==> src/rtl/down_sample.sv <==
// down_sample: multi-rate boxcar decimator.
//   Takes one signed sample per clock. Produces floor-averages of fixed,
//   non-overlapping blocks of 2, 4 and 8 consecutive samples. Blocks are
//   aligned to reset release.
//
// Ports:
//   i_clk   sole clock; all state changes on its rising edge
//   i_rst   asynchronous, active-low reset (0 = in reset)
//   i_data  signed input sample, taken on every rising edge
//   o_ds2   signed floor-average of each block of 2 samples (updates every 2nd edge)
//   o_ds4   signed floor-average of each block of 4 samples (updates every 4th edge)
//   o_ds8   signed floor-average of each block of 8 samples (updates every 8th edge)
module down_sample #(
  parameter int DATA_WIDTH = 16
) (
  input  logic                         i_clk,
  input  logic                         i_rst,
  input  logic signed [DATA_WIDTH-1:0] i_data,
  output logic signed [DATA_WIDTH-1:0] o_ds2,
  output logic signed [DATA_WIDTH-1:0] o_ds4,
  output logic signed [DATA_WIDTH-1:0] o_ds8
);

  logic        [2:0]            cnt;
  logic signed [DATA_WIDTH:0]   acc2;
  logic signed [DATA_WIDTH+1:0] acc4;
  logic signed [DATA_WIDTH+2:0] acc8;

  logic signed [DATA_WIDTH:0]   sum2;
  logic signed [DATA_WIDTH+1:0] sum4;
  logic signed [DATA_WIDTH+2:0] sum8;

  logic end2;
  logic end4;
  logic end8;

  // Accumulator plus the current sample, with i_data sign-extended to each width.
  always_comb begin
    sum2 = acc2 + {{1{i_data[DATA_WIDTH-1]}}, i_data};
    sum4 = acc4 + {{2{i_data[DATA_WIDTH-1]}}, i_data};
    sum8 = acc8 + {{3{i_data[DATA_WIDTH-1]}}, i_data};
  end

  // A block ends when the low log2(N) phase bits are all ones.
  always_comb begin
    end2 = cnt[0];
    end4 = &cnt[1:0];
    end8 = &cnt;
  end

  // Taking bits [W+k-1:k] of the sum is the arithmetic shift by k followed by
  // truncation to DATA_WIDTH; the mean always fits, so the dropped MSBs are
  // pure sign copies.
  always_ff @(posedge i_clk or negedge i_rst) begin
    if (!i_rst) begin
      cnt   <= '0;
      acc2  <= '0;
      acc4  <= '0;
      acc8  <= '0;
      o_ds2 <= '0;
      o_ds4 <= '0;
      o_ds8 <= '0;
    end else begin
      cnt <= cnt + 3'd1;

      if (end2) begin
        o_ds2 <= sum2[DATA_WIDTH:1];
        acc2  <= '0;
      end else begin
        acc2  <= sum2;
      end

      if (end4) begin
        o_ds4 <= sum4[DATA_WIDTH+1:2];
        acc4  <= '0;
      end else begin
        acc4  <= sum4;
      end

      if (end8) begin
        o_ds8 <= sum8[DATA_WIDTH+2:3];
        acc8  <= '0;
      end else begin
        acc8  <= sum8;
      end
    end
  end

endmodule

==> config.mk <==
export PLATFORM = sky130hd
export DESIGN_NAME = down_sample
export DESIGN_NICKNAME = d
export VERILOG_FILES = /design/src/rtl/down_sample.sv
export SDC_FILE = /design/constraint.sdc
export NUM_CORES = 1
export LEC_CHECK = 0
export ABC_AREA = 1
export CAP_MARGIN = 20
export CORE_ASPECT_RATIO = 1.25
export CORE_UTILIZATION = 40
export DETAILED_ROUTE_END_ITERATION = 8
export HOLD_SLACK_MARGIN = 0.08
export SYNTH_ARGS = -nofsm -noshare
export SYNTH_HDL_FRONTEND = slang
export SYNTH_SLANG_ARGS = --single-unit
export TNS_END_PERCENT = 30
==> constraint.sdc <==
create_clock -name i_clk -period 3.12 [get_ports i_clk]
set_input_delay 0.624 -clock i_clk [delete_from_list [all_inputs] [get_ports i_clk]]
set_output_delay 0.624 -clock i_clk [all_outputs]
set_load 0.005 [all_outputs]
==> results summary <==
The combined global-route utilization of all metal layers is ~21%. The number of violations of the max-capacitance limit is 0. 66 I/O pins were placed. The number of max-slew violations in the final report came to 0.

The CTS sink count is 105. The transition at the pin with the smallest max-transition slack came out at 0.759 ns. The net count of the finished layout is roughly 1000.

In this run the clock root is driven by a clkbuf_16. The detailed-route vias per instance is 4.84. The critical path is of the in2reg type. The routed layout has ~5400 vias. The clock tree from TritonCTS is yes.

The HPWL after detailed placement is around 12000 um. The clock skew after layout came out at around 0.0089 ns. The number of global-route vias before repair is 5255. The total congestion overflow after global routing is 0. The number of resized instances in the post-cts repair step is 0. The distinct cell type count of the synthesized netlist came out at 25.

The worst hold path belongs to the class in2async. The post-route netlist has between 3 and 4% of its cells at a drive strength greater than 1. The deepest clock path buffer count came out at 2. The area of the core region is ~16000 um^2. The largest driver fanout on the critical path is 4.

The number of nets produced by synthesis came out at roughly 900. The later-pin clock latency in the skew report came out at between 0.3 and 0.4 ns. After synthesis, the cell types taking the most area are dfrtp_1 41%, nand2_1 17%, ha_1 10%. The detailed-route DRC error count came out at 2.

The flip-flop and latch count after synthesis came out at around 110. STA classifies the critical path startpoint as a primary input. The run finished, with violations left. The average footprint of a synthesized cell came out at 7.55 um^2. The mean routed wirelength per cell came out at 13.8 um. The number of hold-slack violations in the final timing report came out at 0.

The congestion estimate from routability-driven global placement came to just under 0.9. The headroom to the max-slew limit came out at about half. Of the post-synthesis cell area, the dominant cell type holds between 40% and 50%. The area enclosed by the die boundary came out at around 16000 um^2. The count of input and output buffers came out at 65. The number of buffers inserted for hold repair after clock tree synthesis is 0. The minimum clock period after layout is 2.53 ns.

The pre-antenna-repair detailed-routing pass consisted of 6 iterations. The checks that failed: DRC. The nature of the critical path endpoint is a register.

The fraction of the core area covered by cells at the end of the flow came out at between 40 and 50%. The total clock buffers created by CTS came out at 9. The number of warnings issued by yosys is 0. In this run the number of H-tree levels came out at 3.

The leakage power of the design is about 0.0038 uW. The floorplan has between 50 and 60 rows. The repair_antennas step left the layout with diodes totalling 0. The effective utilization at floorplan came out at 40.9%. The required time of the critical path is approximately 3.4 ns. Summed over all instances, the cell type with the most area after synthesis is dfrtp_1. The sequential area share after synthesis is around 41%. The die is ~110 um wide. For this run, the top clock speed supported by timing is 396 MHz.

Once the clock tree was built, the setup fixing pass inserted 0 buffers. The largest net degree at the start of global routing is 42. The setup violation total in the final timing report came out at 0. The cell area after synthesis came out at roughly 6300 um^2. The gate count after technology mapping is between 800 and 900. The number of antenna violations at the first check in global routing came out at 0.

The wire length of the first global-routing pass came out at between 20000 and 30000 um. The power per cell area is ~590 nW/um^2. The remaining antenna violation count is 0. Data arrives at the worst endpoint at 2.78 ns. Setup repair after global routing left no endpoint under its margin. The total length of routed wires came out at around 16000 um. The sum of negative setup slack came out at 0 ns.

The number of violations reported at the end of detailed-routing iteration 0 came out at 277. After layout, the worst path uses around four fifths of the clock period. Clock-pin slew was measured on the worst setup and hold paths at around 0.070 ns. The worst supply voltage drop on vdd came out at 0.282 mV.

Relative to the synthesized area, the layout overhead comes to 19.7%. The chip height is ~140 um.
-- cell type report --
| class | count | area (um^2) |
|---|---|---|
| Timing Repair Buffer | 73 | 721 |
| Inverter | 72 | 270 |
| Clock buffer | 12 | 267 |
| Multi-Input combinational cell | 647 | 3380 |
| Tap cell | 212 | 265 |
| Sequential cell | 105 | 2630 |
| Clock inverter | 4 | 58.8 |
| Fill cell | 1596 | 7920 |
-- power breakdown --
group | switching [uW] | total (uW) | internal, uW
registers | 150 | 1800 | 1650
logic | 680 | 1450 | 766
clock network | 531 | 1230 | 697
-- layout by cell type, fill, tap and decap left out, types with 4 or more instances in the layout --
master           instances
clkdlybuf4s50_1         64
buf_4                    8
and2_1                   4
xnor2_1                 22
dfrtp_1                105
a21oi_1                 42
nand3_1                 54
nand3b_1                14
o21ai_0                 36
nand2_1                288
inv_1                   72
ha_1                    53
clkbuf_16                9
nor2_1                 102
xor2_1                   5
nor3_1                   7
-- stage by stage --
stage	worst slack (ns)	cell area [um^2]	std cells	total power [uW]	hold slack (ns)
6_report	0.592	7590	1125	4480	0.219
5_1_grt	0.368	7590	1125	4790	0.256
4_1_cts	0.576	7590	1125	4540	0.229
3_5_place_dp	0.222	7260	1109	3290	0.460
3_3_place_gp	0.266	7260	1109	3280	0.453
2_1_floorplan	1.08	6340	839	2530	0.328
-- worst max-delay path, cell delays in order --
cell and delay [ns]:
clkdlybuf4s50_1 0.55, ha_1 0.26, inv_1 0.07, fa_1 0.41, inv_1 0.12, nand3_1 0.07
nand3_1 0.12, nand2_1 0.06, nand2_1 0.13, nand2_1 0.08, nand2_1 0.07, nand2_1 0.06
nand3_1 0.09, nand2_1 0.05
-- Yosys cell counts, drive strengths merged --
library cell	count
a21o	1
a21oi	45
ha	53
nand2	290
inv	72
nand3b	14
nand3	57
xor2	5
nor3	7
and2	5
dfrtp	105
xnor2	22
nand4	2
buf	6
fa	3
clkbuf	9
o21ai	41
nor2	102
-- metal layers --
layer	vias to the layer above	track usage, %	share of wire (%)	routed length, um
met1	2492	25.8	45	6950
met3	25	2.84	3.6	553
met5	-	0	0	0
met4	0	8.13	2.2	339
li1	2836	-	-	-
met2	94	35.6	50	7730
-- path summary, 6_finish.rpt --
kind                            from  endpoint  slack (ns)  cells after the start
setup / recovery           i_data[0]  o_ds8[9]        0.59                     14
hold / removal                 i_rst  acc8[17]        0.22                      1
setup reg to reg             acc8[0]  o_ds8[9]        1.11                     13
hold reg to reg               cnt[1]    cnt[1]        0.47                      1
max in group asynchronous      i_rst   acc2[8]        2.28                      2
min in group i_clk            cnt[1]    cnt[1]        0.47                      1
-- cell families after synthesis --
group,Yosys count,share of synthesized area [%]
flops,105,41.5
simple gates,477,30.9
compound gates,87,7.21
buf+inv,87,5.25
xor+xnor,27,3.73
fa+ha+maj,56,11.4
-- flip-flops by register name (all words and copies together), names as in the netlist --
| name | flops |
|---|---|
| cnt | 3 |
| o_ds4 | 16 |
| o_ds8 | 16 |
| acc4 | 18 |
| acc8 | 19 |
| o_ds2 | 16 |
| acc2 | 17 |
(Power assumes the default switching activity.)
